[src/rtl/vga_sched_pkg.sv]
// Shared types and default 640x480 timing constants for the VGA update scheduler.
package vga_sched_pkg;

  typedef enum logic [1:0] {
    IDLE      = 2'd0,
    PENDING   = 2'd1,
    WAIT_DROP = 2'd2
  } sched_state_t;

  localparam int H_ACTIVE    = 640;
  localparam int V_ACTIVE    = 480;
  localparam int H_TOTAL     = 800;
  localparam int V_TOTAL     = 525;
  localparam int CFG_W       = 16;
  localparam int POS_W       = 10;
  localparam int FRAME_CNT_W = 8;

endpackage

[src/rtl/vga_update_scheduler_if.sv]
// Scan-position inputs, host update handshake and frame-status outputs of the scheduler.
interface vga_update_scheduler_if #(
  parameter int CFG_W = vga_sched_pkg::CFG_W,
  parameter int POS_W = vga_sched_pkg::POS_W
);
  import vga_sched_pkg::*;

  logic [POS_W-1:0]       horizPos;
  logic [POS_W-1:0]       vertPos;
  logic                   active;
  logic                   upd_req;
  logic [CFG_W-1:0]       upd_data;
  logic                   upd_ack;
  logic                   upd_busy;
  logic [CFG_W-1:0]       cfg_out;
  logic                   frame_start;
  logic                   in_vblank;
  logic [FRAME_CNT_W-1:0] frame_cnt;
  logic                   blink;

  modport master (
    output horizPos, vertPos, active, upd_req, upd_data,
    input  upd_ack, upd_busy, cfg_out, frame_start, in_vblank, frame_cnt, blink
  );

  modport slave (
    input  horizPos, vertPos, active, upd_req, upd_data,
    output upd_ack, upd_busy, cfg_out, frame_start, in_vblank, frame_cnt, blink
  );

endinterface

[src/rtl/vga_pos_edge_detect.sv]
// One-cycle event when the scan position first lands on (H_MATCH, V_MATCH);
// a position held static does not re-fire.
module vga_pos_edge_detect
  import vga_sched_pkg::*;
#(
  parameter int POS_W   = vga_sched_pkg::POS_W,
  parameter int H_MATCH = 0,
  parameter int V_MATCH = 0
) (
  input  logic             clk,
  input  logic             rst_n,
  input  logic [POS_W-1:0] i_h,
  input  logic [POS_W-1:0] i_v,
  output logic             o_event
);

  localparam logic [POS_W-1:0] H_M = POS_W'(H_MATCH);
  localparam logic [POS_W-1:0] V_M = POS_W'(V_MATCH);

  logic w_match;
  logic r_prev_match;

  assign w_match = (i_h == H_M) && (i_v == V_M);

  // Previous-cycle match flag used to suppress repeats.
  always_ff @(posedge clk or negedge rst_n) begin
    if (!rst_n) begin
      r_prev_match <= 1'b0;
    end else begin
      r_prev_match <= w_match;
    end
  end

  assign o_event = w_match && !r_prev_match;

endmodule

[src/rtl/vga_update_scheduler.sv]
// Tear-free config update sequencer: host words commit at the start of vblank.
// Optional blink tick built only when VGA_SCHED_BLINK_EN is defined.
module vga_update_scheduler #(
  parameter int                H_ACTIVE     = vga_sched_pkg::H_ACTIVE,
  parameter int                V_ACTIVE     = vga_sched_pkg::V_ACTIVE,
  parameter int                CFG_W        = vga_sched_pkg::CFG_W,
  parameter logic [CFG_W-1:0]  CFG_RESET    = {CFG_W{1'b0}},
  parameter int                BLINK_FRAMES = 30
) (
  input  logic                   clk,
  input  logic                   sys_rst_n,
  vga_update_scheduler_if.slave  bus
);
  import vga_sched_pkg::*;

  localparam logic [POS_W-1:0] V_ACT_POS = POS_W'(V_ACTIVE);

  sched_state_t           r_state;
  sched_state_t           w_next;
  logic                   w_accept;
  logic                   w_commit;
  logic                   w_org_evt;
  logic                   w_vb_evt;
  logic [CFG_W-1:0]       r_pending;
  logic [CFG_W-1:0]       r_cfg;
  logic                   r_ack;
  logic                   r_busy;
  logic                   r_frame_start;
  logic                   r_in_vblank;
  logic [FRAME_CNT_W-1:0] r_frame_cnt;

  vga_pos_edge_detect #(
    .POS_W   (POS_W),
    .H_MATCH (0),
    .V_MATCH (0)
  ) u_org_detect (
    .clk     (clk),
    .rst_n   (sys_rst_n),
    .i_h     (bus.horizPos),
    .i_v     (bus.vertPos),
    .o_event (w_org_evt)
  );

  vga_pos_edge_detect #(
    .POS_W   (POS_W),
    .H_MATCH (0),
    .V_MATCH (V_ACTIVE)
  ) u_vb_detect (
    .clk     (clk),
    .rst_n   (sys_rst_n),
    .i_h     (bus.horizPos),
    .i_v     (bus.vertPos),
    .o_event (w_vb_evt)
  );

  // FSM state register.
  always_ff @(posedge clk or negedge sys_rst_n) begin
    if (!sys_rst_n) begin
      r_state <= IDLE;
    end else begin
      r_state <= w_next;
    end
  end

  // Next state plus accept/commit strobes; an accept on a vb cycle waits a frame.
  always_comb begin
    w_next   = r_state;
    w_accept = 1'b0;
    w_commit = 1'b0;
    case (r_state)
      IDLE: begin
        if (bus.upd_req) begin
          w_next   = PENDING;
          w_accept = 1'b1;
        end else begin
          w_next   = IDLE;
        end
      end
      PENDING: begin
        if (w_vb_evt) begin
          w_next   = WAIT_DROP;
          w_commit = 1'b1;
        end else begin
          w_next   = PENDING;
        end
      end
      WAIT_DROP: begin
        if (!bus.upd_req) begin
          w_next = IDLE;
        end else begin
          w_next = WAIT_DROP;
        end
      end
      default: begin
        w_next = IDLE;
      end
    endcase
  end

  // Pending word, active config and handshake outputs.
  always_ff @(posedge clk or negedge sys_rst_n) begin
    if (!sys_rst_n) begin
      r_pending <= {CFG_W{1'b0}};
      r_cfg     <= CFG_RESET;
      r_ack     <= 1'b0;
      r_busy    <= 1'b0;
    end else begin
      if (w_accept) begin
        r_pending <= bus.upd_data;
      end else begin
        r_pending <= r_pending;
      end
      if (w_commit) begin
        r_cfg <= r_pending;
      end else begin
        r_cfg <= r_cfg;
      end
      r_ack  <= w_commit;
      r_busy <= (w_next == PENDING);
    end
  end

  // Frame pulse, frame counter and vblank flag.
  always_ff @(posedge clk or negedge sys_rst_n) begin
    if (!sys_rst_n) begin
      r_frame_start <= 1'b0;
      r_in_vblank   <= 1'b0;
      r_frame_cnt   <= {FRAME_CNT_W{1'b0}};
    end else begin
      r_frame_start <= w_org_evt;
      r_in_vblank   <= (bus.vertPos >= V_ACT_POS) && !bus.active;
      if (w_org_evt) begin
        r_frame_cnt <= r_frame_cnt + 8'd1;
      end else begin
        r_frame_cnt <= r_frame_cnt;
      end
    end
  end

`ifdef VGA_SCHED_BLINK_EN
  localparam int BC_W       = (BLINK_FRAMES > 1) ? $clog2(BLINK_FRAMES) : 1;
  localparam int BLINK_LAST = BLINK_FRAMES - 1;
  localparam logic [BC_W-1:0] BC_LAST = BC_W'(BLINK_LAST);

  logic [BC_W-1:0] r_blink_cnt;
  logic            r_blink;

  // Blink half-period counter, advanced once per frame.
  always_ff @(posedge clk or negedge sys_rst_n) begin
    if (!sys_rst_n) begin
      r_blink_cnt <= {BC_W{1'b0}};
      r_blink     <= 1'b0;
    end else if (w_org_evt) begin
      if (r_blink_cnt == BC_LAST) begin
        r_blink_cnt <= {BC_W{1'b0}};
        r_blink     <= !r_blink;
      end else begin
        r_blink_cnt <= r_blink_cnt + {{(BC_W-1){1'b0}}, 1'b1};
        r_blink     <= r_blink;
      end
    end else begin
      r_blink_cnt <= r_blink_cnt;
      r_blink     <= r_blink;
    end
  end

  assign bus.blink = r_blink;
`else
  assign bus.blink = 1'b0;
`endif

  assign bus.upd_ack     = r_ack;
  assign bus.upd_busy    = r_busy;
  assign bus.cfg_out     = r_cfg;
  assign bus.frame_start = r_frame_start;
  assign bus.in_vblank   = r_in_vblank;
  assign bus.frame_cnt   = r_frame_cnt;

endmodule

[src/flat_wrapper.sv]
// flat-port wrapper written by rule: the top's interface ports become plain ports
module vga_update_scheduler_flat import vga_sched_pkg::*;
#(
  parameter int                H_ACTIVE     = vga_sched_pkg::H_ACTIVE,
  parameter int                V_ACTIVE     = vga_sched_pkg::V_ACTIVE,
  parameter int                CFG_W        = vga_sched_pkg::CFG_W,
  parameter logic [CFG_W-1:0]  CFG_RESET    = {CFG_W{1'b0}},
  parameter int                BLINK_FRAMES = 30
)
  (clk, sys_rst_n, bus_horizPos, bus_vertPos, bus_active, bus_upd_req, bus_upd_data, bus_upd_ack, bus_upd_busy, bus_cfg_out, bus_frame_start, bus_in_vblank, bus_frame_cnt, bus_blink);
  vga_update_scheduler_if #(.CFG_W(CFG_W), .POS_W(10)) bus_i ();
  input  logic clk;
  input  logic sys_rst_n;
  input wire logic [$bits(bus_i.horizPos)-1:0] bus_horizPos;
  input wire logic [$bits(bus_i.vertPos)-1:0] bus_vertPos;
  input wire logic [$bits(bus_i.active)-1:0] bus_active;
  input wire logic [$bits(bus_i.upd_req)-1:0] bus_upd_req;
  input wire logic [$bits(bus_i.upd_data)-1:0] bus_upd_data;
  output wire logic [$bits(bus_i.upd_ack)-1:0] bus_upd_ack;
  output wire logic [$bits(bus_i.upd_busy)-1:0] bus_upd_busy;
  output wire logic [$bits(bus_i.cfg_out)-1:0] bus_cfg_out;
  output wire logic [$bits(bus_i.frame_start)-1:0] bus_frame_start;
  output wire logic [$bits(bus_i.in_vblank)-1:0] bus_in_vblank;
  output wire logic [$bits(bus_i.frame_cnt)-1:0] bus_frame_cnt;
  output wire logic [$bits(bus_i.blink)-1:0] bus_blink;
  assign bus_i.horizPos = bus_horizPos;
  assign bus_i.vertPos = bus_vertPos;
  assign bus_i.active = bus_active;
  assign bus_i.upd_req = bus_upd_req;
  assign bus_i.upd_data = bus_upd_data;
  assign bus_upd_ack = bus_i.upd_ack;
  assign bus_upd_busy = bus_i.upd_busy;
  assign bus_cfg_out = bus_i.cfg_out;
  assign bus_frame_start = bus_i.frame_start;
  assign bus_in_vblank = bus_i.in_vblank;
  assign bus_frame_cnt = bus_i.frame_cnt;
  assign bus_blink = bus_i.blink;
  vga_update_scheduler #(.H_ACTIVE(H_ACTIVE), .V_ACTIVE(V_ACTIVE), .CFG_W(CFG_W), .CFG_RESET(CFG_RESET), .BLINK_FRAMES(BLINK_FRAMES)) u_core (.clk(clk), .sys_rst_n(sys_rst_n), .bus(bus_i));
endmodule
[config.mk]
export PLATFORM = sky130hd
export DESIGN_NAME = vga_update_scheduler_flat
export DESIGN_NICKNAME = d
export VERILOG_FILES = /design/src/rtl/vga_sched_pkg.sv /design/src/rtl/vga_update_scheduler_if.sv /design/src/rtl/vga_pos_edge_detect.sv /design/src/rtl/vga_update_scheduler.sv /design/src/flat_wrapper.sv
export SDC_FILE = /design/constraint.sdc
export NUM_CORES = 1
export LEC_CHECK = 0
export BUFFER_PORTS_ARGS = -buffer_cell sky130_fd_sc_hd__buf_2
export CELL_PAD_IN_SITES_DETAIL_PLACEMENT = 0
export CELL_PAD_IN_SITES_GLOBAL_PLACEMENT = 1
export CORE_ASPECT_RATIO = 1.5
export CORE_UTILIZATION = 41
export CTS_BUF_LIST = sky130_fd_sc_hd__clkbuf_8
export CTS_CLUSTER_DIAMETER = 150
export DETAILED_ROUTE_END_ITERATION = 16
export PLACE_DENSITY = 0.92
export SYNTH_ARGS = -nofsm -noshare
export SYNTH_HDL_FRONTEND = slang
export SYNTH_HIERARCHICAL = 1
export SYNTH_SLANG_ARGS = --single-unit
[constraint.sdc]
create_clock -name clk -period 1.55 [get_ports clk]
set_input_delay 0.0775 -clock clk [delete_from_list [all_inputs] [get_ports clk]]
set_output_delay 0.0775 -clock clk [all_outputs]
set_load 0.005 [all_outputs]
Yosys cells after proc, flatten, opt, wreduce, memory -nomap -nowiden --
Index checks and enable logic that the tools add are counted.
Word-level totals: bits in registers 48, word-level logic and storage cells 35
Cells by class: add/sub/neg operators 1, magnitude comparators 1, equal/unequal tests 4, multiplexer cells 8, reductions and logical operators 11
Operator list (count):
- $logic_not 10->1 | 2
- $eq 10x9->1 const B | 1
- $ge 10x9->1 const B | 1
- $add 8x1->8 const B | 1
- $pmux 2 s3 | 1
- $logic_and 1x1->1 | 5
- $mux 1 | 5
- $eq 2x1->1 const B | 2
- $mux 2 | 2
- $logic_not 1->1 | 3
- $eq 2x2->1 const B | 1
- $logic_not 2->1 | 1

Longest topological paths before layout --
Gate-level depths: netlist of run 1.
depth in word-level cells 6, depth in mapped cells 6, gate-level depth less buffers 6

By module --
Netlist of run 1, hierarchy kept.
Modules (own cells, without submodules):
- vga_update_scheduler | instances 1, cells each 110, area each 1785.5 sq um, sequential area each 1151.1 sq um
- vga_pos_edge_detect at u_core.u_vb_detect | instances 1, cells each 10, area each 102.6 sq um, sequential area each 25.0 sq um
- vga_pos_edge_detect at u_core.u_org_detect | instances 1, cells each 10, area each 91.3 sq um, sequential area each 25.0 sq um

Worst setup path after synthesis of run 1 --
OpenSTA, ideal clock, no wires.
kind input to register, from in bus_horizPos[6], to reg u_core.r_cfg[10], in the netlist u_core/bus.cfg_out[10], library setup time 0.125 ns, arrival 1.327 ns, required time 1.425 ns, setup slack 0.098 ns, cell stages on the path 6, buffers on the path 1, cells stage by stage nor4_1 nand3_1 nor3_2 nand3b_4 buf_6 mux2_4
On the way: word-level cells in the longest chain between the ends 5
RTL lines:
- start: declaration | RTL line flat_wrapper.sv:14 | input wire logic [$bits(bus_i.horizPos)-1:0] bus_horizPos;
- $logic_not 10->1 | RTL line vga_pos_edge_detect.sv:23 | assign w_match = (i_h == H_M) && (i_v == V_M);
- $logic_and 1x1->1 | RTL line vga_pos_edge_detect.sv:23
- $logic_and 1x1->1 | RTL line vga_pos_edge_detect.sv:34 | assign o_event = w_match && !r_prev_match;
- via u_core.w_vb_evt | RTL line vga_update_scheduler.sv:23 | logic w_vb_evt;
- $mux 1 | RTL line vga_update_scheduler.sv:80 | if (w_vb_evt) begin
- $mux 1 | RTL line vga_update_scheduler.sv:70 | case (r_state)
- end signal: assignment | RTL line vga_update_scheduler.sv:114 | r_cfg <= r_pending;
- end signal: assignment | RTL line vga_update_scheduler.sv:116 | r_cfg <= r_cfg;
- end: declaration | RTL line vga_update_scheduler.sv:25 | logic [CFG_W-1:0] r_cfg;
The timed path passes the listed nets, and every way through them passes these cells. A chain may end at the register's enable or synchronous reset.

Worst setup path after layout of run 1 --
from reg u_core.r_state[0], to reg u_core.r_pending[0]
On the way: word-level cells in the longest chain between the ends 2
RTL lines:
- start: declaration | RTL line vga_update_scheduler.sv:18 | sched_state_t r_state;
- start signal: assignment | RTL line vga_update_scheduler.sv:61 | r_state <= w_next;
- $logic_not 2->1 | RTL line vga_update_scheduler.sv:70
- $mux 1 | RTL line vga_update_scheduler.sv:70
- end signal: assignment | RTL line vga_update_scheduler.sv:103 | r_pending <= {CFG_W{1'b0}};
- end signal: assignment | RTL line vga_update_scheduler.sv:109 | r_pending <= bus.upd_data;
- end signal: assignment | RTL line vga_update_scheduler.sv:111 | r_pending <= r_pending;
- end: declaration | RTL line vga_update_scheduler.sv:24 | logic [CFG_W-1:0] r_pending;
Every way passes these cells.

==> results.cfg, run 1 <==
[status]
status = finished, final reports clean

[route]
first_iter_violations = 17
wl_mm = 3.628
vias = 1326
drt_pre_antenna_iters = 4
drcViolationCount = 0
drtAntennaViolNets = 0
via_per_inst = 4.839
wl_per_cell_um = 13.24

[floorplan]
pin_count = 69
die_w_um = 58.73
core_mm2 = 0.004579
num_rows = 30
die_area_mm2 = 0.005115
initial_utilization_pct = 43.22
fp.dieH_um = 87.10

[placed_design]
port_buffers = 67
dp_hpwl_mm = 2.763
gp_congestion = 0.7315
place_area_mm2 = 0.002435

[yosys]
synth_area_leaders = dfrtp_1, mux2_2, mux2_4
ys_warn_count = 6
syn_inst = 130
synth_edf_count = 0
synthFlopType = dfrtp_1
ys_ff_latch = 48
synth_fp_nets = 171
synth.largest_area_cell = dfrtp_1
yosysUniqueCellTypes = 25
synth_top_area_share_pct = 60.68
synth_area_mm2 = 0.001979
yosysSeqAreaShare_pct = 60.68
async_flop_share_pct = 100.0
synth_area_per_cell_um2 = 15.23

[finish]
fin_util_pct = 55.52
design_area_mm2 = 0.002542
num_antenna_cells = 0
area_growth_pct = 28.45
drive_above_1_share_pct = 58.57
nNetsFinal = 250

[sta]
final.period_utilization_pct = 88.42
max_clock_freq_mhz = 729.6
grt_setup_unrepaired = no
slew_violations = 0
finClkSkew_ns = 0.009445
period_minus_slack_ns = 1.371
hold_violations = 0
setup_viol = 0

[global_route]
grt_util_met1_pct = 16.63
met3_usage_pct = 3.863
antenna_found_initial = 0
grt_max_degree = 21
grt_usage_pct = 15.09
met2_usage_pct = 26.76
gr-total-overflow = 0
grt_pass1_vias = 1328
grt_pass1_wl_mm = 5.796
busiest_layer = met2

[job]
max_cap_viol_count = 0

[hold_path]
hold_path_class = input port to flop

[cts]
cts-htree-levels = 2
clkTransAtPathRegs_ns = 0.09
cts_buffers = 5
cts.sinks = 48
cts-root-buf = clkbuf_8
cts_buffer_depth = 2
cts_tree = done
postCtsSetupRepairBufs = 0
clock_latency_ns = 0.30

[setup_path]
endpoint_kind = flop
crit_type = flop to flop
setup.worst_path.start_class = flop
cp.arrival_ns = 1.55
critPathRequiredTime_ns = 1.73
critPathMaxFanout = 16

[power_and_ir_drop]
p_comb_share_pct = 6.9
power_frac_clock_pct = 32.8
power.switching_mw = 0.4990
seq_power_share_pct = 60.3
switching_share_pct = 22.68
p_leak_nw = 1.338
internal_power_mw = 1.702
peakVddDrop_uv = 523.1
p_per_area_mw_per_mm2 = 865.6
finalPower_mw = 2.201
[power groups by stage]
| stage | registers, mW | logic (mW) | clock network (mW) |
|---|---|---|---|
| 5_1_grt | 1.33 | 0.170 | 0.793 |
| 3_3_place_gp | 1.35 | 0.147 | 0 |
| 2_1_floorplan | 1.34 | 0.0561 | 0 |
| 3_5_place_dp | 1.35 | 0.152 | 0 |
| 4_1_cts | 1.33 | 0.156 | 0.745 |
| 6_report | 1.33 | 0.152 | 0.722 |
[cells in the final DEF, fill, tap and decap left out]
master,n
buf_2,67
dfrtp_1,48
mux2_2,25
mux2_4,8
nand2_1,7
nor2_1,6
clkbuf_8,5
nor4_1,5
xor2_1,4
buf_4,4
xnor2_1,3
clkinv_2,2
dlygate4sd3_1,2
a211oi_1,2
nand4_1,2
buf_12,2
nor4_2,2
nand3_1,2
nor3_2,2
nor4b_2,2
clkinv_4,1
nand3b_4,1
inv_1,1
nand3b_1,1
a41oi_1,1
nor3b_4,1
nor3_1,1
ha_1,1
conb_1,1
and4bb_2,1
[per-layer routing]
layer | wire (um) | vias up
li1 | - | 623
met2 | 1905 | 54
met1 | 1439 | 643
met3 | 217 | 6
met5 | 0 | -
met4 | 65 | 0
[cell type report]
type	instances	area (um^2)
Inverter	1	3.754
Sequential cell	48	1201
Multi-Input combinational cell	78	744.5
Tap cell	64	80.08
Clock inverter	3	18.77
Fill cell	430	2037
Timing Repair Buffer	75	425.4
Clock buffer	5	68.82
[sequential cells by signal, summed over array words and instances (netlist names)]
name and count:
u_core/bus.upd_busy 1, u_core/r_pending 16, u_core/u_vb_detect/r_prev_match 1, u_core/bus.in_vblank 1
u_core/bus.frame_start 1, u_core/bus.frame_cnt 8, u_core/u_org_detect/r_prev_match 1, u_core/bus.upd_ack 1
u_core/r_state 2, u_core/bus.cfg_out 16
[final timing paths]
path / startpoint / end / slack, ns / depth (start not counted)
setup reg to reg: u_core/r_state[0] / u_core/r_pending[0] / 0.18 / 3
min in group asynchronous: sys_rst_n / u_core/bus.upd_ack / 0.25 / 2
hold reg to reg: u_core/bus.frame_cnt[7] / u_core/bus.frame_cnt[7] / 0.47 / 1
max in group asynchronous: sys_rst_n / u_core/bus.cfg_out[0] / 0.74 / 3
hold / removal: bus_upd_data[6] / u_core/r_pending[6] / 0.004 / 2
setup / recovery: u_core/r_state[0] / u_core/r_pending[0] / 0.18 / 3
[worst max-delay path: stages, from the launching register on]
cell and delay (ns):
dfrtp_1 0.48, nor3b_4 0.25, buf_12 0.18, mux2_2 0.35
[synth_stat cells (2+ instances only)]
| cell type | count |
|---|---|
| dfrtp_1 | 48 |
| mux2_2 | 25 |
| mux2_4 | 8 |
| nand2_1 | 7 |
| nor2_1 | 6 |
| nor4_1 | 5 |
| xor2_1 | 4 |
| xnor2_1 | 3 |
| a211oi_1 | 2 |
| buf_6 | 2 |
| nand3_1 | 2 |
| nand4_1 | 2 |
| nor3_2 | 2 |
| nor4_2 | 2 |
| nor4b_2 | 2 |
[per-stage QoR]
| step | instances | setup WS, ns | hold slack (ns) | TNS (ns) |
|---|---|---|---|---|
| after CTS | 274 | 0.1792 | 0.0001348 | 0 |
| after floorplan | 130 | 0.09820 | -0.2181 | 0 |
| final | 274 | 0.1795 | 0.003880 | 0 |
| after global routing | 274 | 0.1077 | 0.0005932 | 0 |
| after detailed placement | 264 | -0.01848 | 0.04721 | -0.09152 |
| after global placement | 264 | -0.006096 | 0.04703 | -0.04308 |
[kinds of logic (layout without fill, tap and decap cells)]
kind of cell	Yosys count	after routing	synth area share (%)
flops	48	48	60.68
mux	33	33	20.29
simple gates	33	33	12.20
xor+xnor	7	7	3.097
buf+inv	4	84	1.707
compound gates	3	3	1.201
fa+ha+maj	1	1	0.6320
other cells	1	1	0.1895
[timing repair]
action	CTS	global route
hold endpoints to repair	19	0
gates resized for setup	0	0
hold buffers	2	0
Note: power is estimated with default switching activity, not from simulation.
==> run 2, diff against run 1 <==
- CORE_UTILIZATION: 41 -> 40
- PLACE_DENSITY: 0.92 -> 0.91
- SYNTH_HIERARCHICAL: 1 -> default
==> run 2 against run 1 <==
  * Register-to-register slack got worse by 0.07 ns
  * Highest routed layer unchanged
  * Critical path depth rose by 1
  * Die area rose by 0.35%
  * Critical endpoint is now u_core.r_pending[2]
  * First-iteration DRC count rose to 2.7 times the previous value
  * Wire length rose by 2.2%
  * Largest cell class unchanged
  * Power fell by 1.0%
  * Setup slack got worse by 0.069 ns
  * Global-route usage barely moved
  * Synthesized area fell by 2.1%
  * Clock skew fell by 0.0019 ns
  * Non-clock buffer count rose by 14
  * Via count rose by 2.8%
==> results.cfg, run 2 <==
[sta]
grt_setup_unrepaired = no
fin_setup_tns_ns = 0
hold_violations = 0
setup_viol = 0
worst_slack_ns = 0.1100
finClkSkew_ns = 0.007540
max_clock_freq_mhz = 694.5
slew_violations = 0
period_minus_slack_ns = 1.440
final.period_utilization_pct = 92.90

[route]
drcViolationCount = 0
drtAntennaViolNets = 0
drt_pre_antenna_iters = 2
via_per_inst = 4.733
wl_per_cell_um = 12.87
wl_mm = 3.707
first_iter_violations = 46
vias = 1363

[floorplan]
die_area_mm2 = 0.005133
pin_count = 69
core_mm2 = 0.004579
num_rows = 30
fp.dieH_um = 87.25
die_w_um = 58.84
initial_utilization_pct = 42.32

[setup_path]
rr_worst_depth = 4
crit_type = flop to flop
slowest_stage = dfrtp_1
critPathRequiredTime_ns = 1.74
critPathMaxFanout = 18
worstReg2RegEnd = u_core.r_pending[2]
cp.arrival_ns = 1.63
r2r-start = u_core.r_state[0]
cp.depth = 4
path_buf_inv = 2
crit_family = flip-flops
ff2ff_setup_slack_ns = 0.11
setup.worst_path.start_class = flop
path_cells = buf_4, nor3b_2, buf_12, mux2_2
endpoint_kind = flop
cpPeakStageDelay_ns = 0.42

[cts]
clkTransAtPathRegs_ns = 0.09
cts.sinks = 48
cts-htree-levels = 2
cts-root-buf = clkbuf_8
clock_latency_ns = 0.30
cts_buffer_depth = 2
cts_resized = 0
cts_buffers = 5
cts_tree = done

[yosys]
synth_edf_count = 0
ys_ff_latch = 48
async_flop_share_pct = 100.0
synth_common_cells = dfrtp_1, mux2_2, mux2_4, nor4_1, xor2_1
ys_warn_count = 0
synth_fp_nets = 173
synth_area_leaders = dfrtp_1, mux2_2, mux2_4
synth_area_mm2 = 0.001938
yosysUniqueCellTypes = 26
yosysSeqAreaShare_pct = 61.98
synth_area_per_cell_um2 = 14.68
synth_top_area_share_pct = 61.98
yosysMostFrequentCell = dfrtp_1
syn_inst = 132
synth.largest_area_cell = dfrtp_1
synthFlopType = dfrtp_1

[global_route]
grt_pass1_vias = 1305
busiest_layer = met2
grt_pass1_wl_mm = 5.789
grt_max_degree = 49
antenna_found_initial = 0
met3_usage_pct = 4.012
grt_util_met1_pct = 17.73
met2_usage_pct = 25.72
gr-total-overflow = 0
grt_usage_pct = 15.08

[finish]
num_antenna_cells = 0
nNetsFinal = 264
nFillCells = 392
final_cell_mix = buf_2, dfrtp_1, mux2_2
mostFrequentLayoutCell = buf_2
drive_above_1_share_pct = 54.91
fin_util_pct = 58.61
area_growth_pct = 38.48
design_area_mm2 = 0.002684

[job]
max_cap_viol_count = 0

[hold_path]
whs_endpoint = u_core.r_pending[6]
hold_path_class = input port to flop
hold_depth = 2
worstHoldStart = bus_upd_data[6]

[status]
status = finished, final reports clean

[placed_design]
port_buffers = 67
place_worst_setup_slack_ns = -0.1028
place_area_mm2 = 0.002434
dp_hpwl_mm = 2.510
gp_congestion = 0.7789

[power_and_ir_drop]
seq_power_share_pct = 58.9
p_leak_nw = 1.407
power.switching_mw = 0.4641
p_per_area_mw_per_mm2 = 811.7
p_comb_share_pct = 6.1
internal_power_mw = 1.714
power_frac_clock_pct = 35.0
peakVddDrop_uv = 601.5
switching_share_pct = 21.30
## run 2: cell type report
type                       instances  area, um^2  share of cell area (%)
sequential                        48        1201                   44.76
multi-input combinational         77       711.9                   26.53
timing repair buffer              89       585.6                   21.82
clock buffer                       6       82.58                   3.077
tap                               64       80.08                   2.984
clock inverter                     2       15.01                  0.5594
inverter                           2       7.507                  0.2797
## run 2: worst max-delay path by stage
stage / from / to / slack [ns]
global route: u_core.r_state[0] / u_core.r_pending[4] / 0.06
detailed placement: bus_horizPos[7] / u_core.bus.cfg_out[9] / -0.10
finish: u_core.r_state[0] / u_core.r_pending[2] / 0.11
floorplan: u_core.r_state[1] / u_core.bus.cfg_out[0] / -0.13
CTS: u_core.r_state[1] / u_core.bus.cfg_out[9] / 0.01
global placement: bus_vertPos[0] / u_core.bus.cfg_out[4] / -0.09
## run 2: power groups by stage
stage / clock network, mW / registers, mW / logic (mW)
after global routing: 0.838 / 1.29 / 0.148
after detailed placement: 0 / 1.31 / 0.112
after CTS: 0.792 / 1.28 / 0.132
after floorplan: 0 / 1.31 / 0.0287
final: 0.762 / 1.28 / 0.133
after global placement: 0 / 1.31 / 0.109
## run 2: kinds of logic (layout without fill, tap and decap cells)
logic type                 Yosys count  in the layout  synth area share, %
DFF                                 48             48                61.98
muxes                               33             33                20.72
and+or+nand+nor                     31             31                9.878
xor gates and xnor gates             7              7                3.163
buffers and inverters                7             99                1.937
AOI/OAI and AO/OA                    4              4                1.484
adders and majority gates            1              1               0.6455
other                                1              1               0.1935
## run 2: stage by stage
stage	total power, mW	hold WS (ns)	instances
5_1_grt	2.274	0.0004114	288
4_1_cts	2.208	0.002212	284
3_5_place_dp	1.421	0.08303	266
3_3_place_gp	1.417	0.08178	266
2_1_floorplan	1.335	-0.2181	132
6_report	2.179	0.01112	288
## run 2: what timing repair did
item | 4_1_cts | 5_1_grt
endpoints found under the hold margin | 57 | 2
setup buffers | 0 | 1
hold buffers | 10 | 2
setup endpoints to repair | 0 | 10
## run 2: metal layers
layer  up-vias  share of wire (%)
met4         0                1.6
met5         -                  0
met2        47                 50
met3         6                5.9
met1       659                 43
li1        651                  -
## run 2: worst register-to-register path, cell delays in order, from the launching register on
cell and delay (ns):
dfrtp_1 0.42, buf_4 0.15, nor3b_2 0.22, buf_12 0.19, mux2_2 0.36
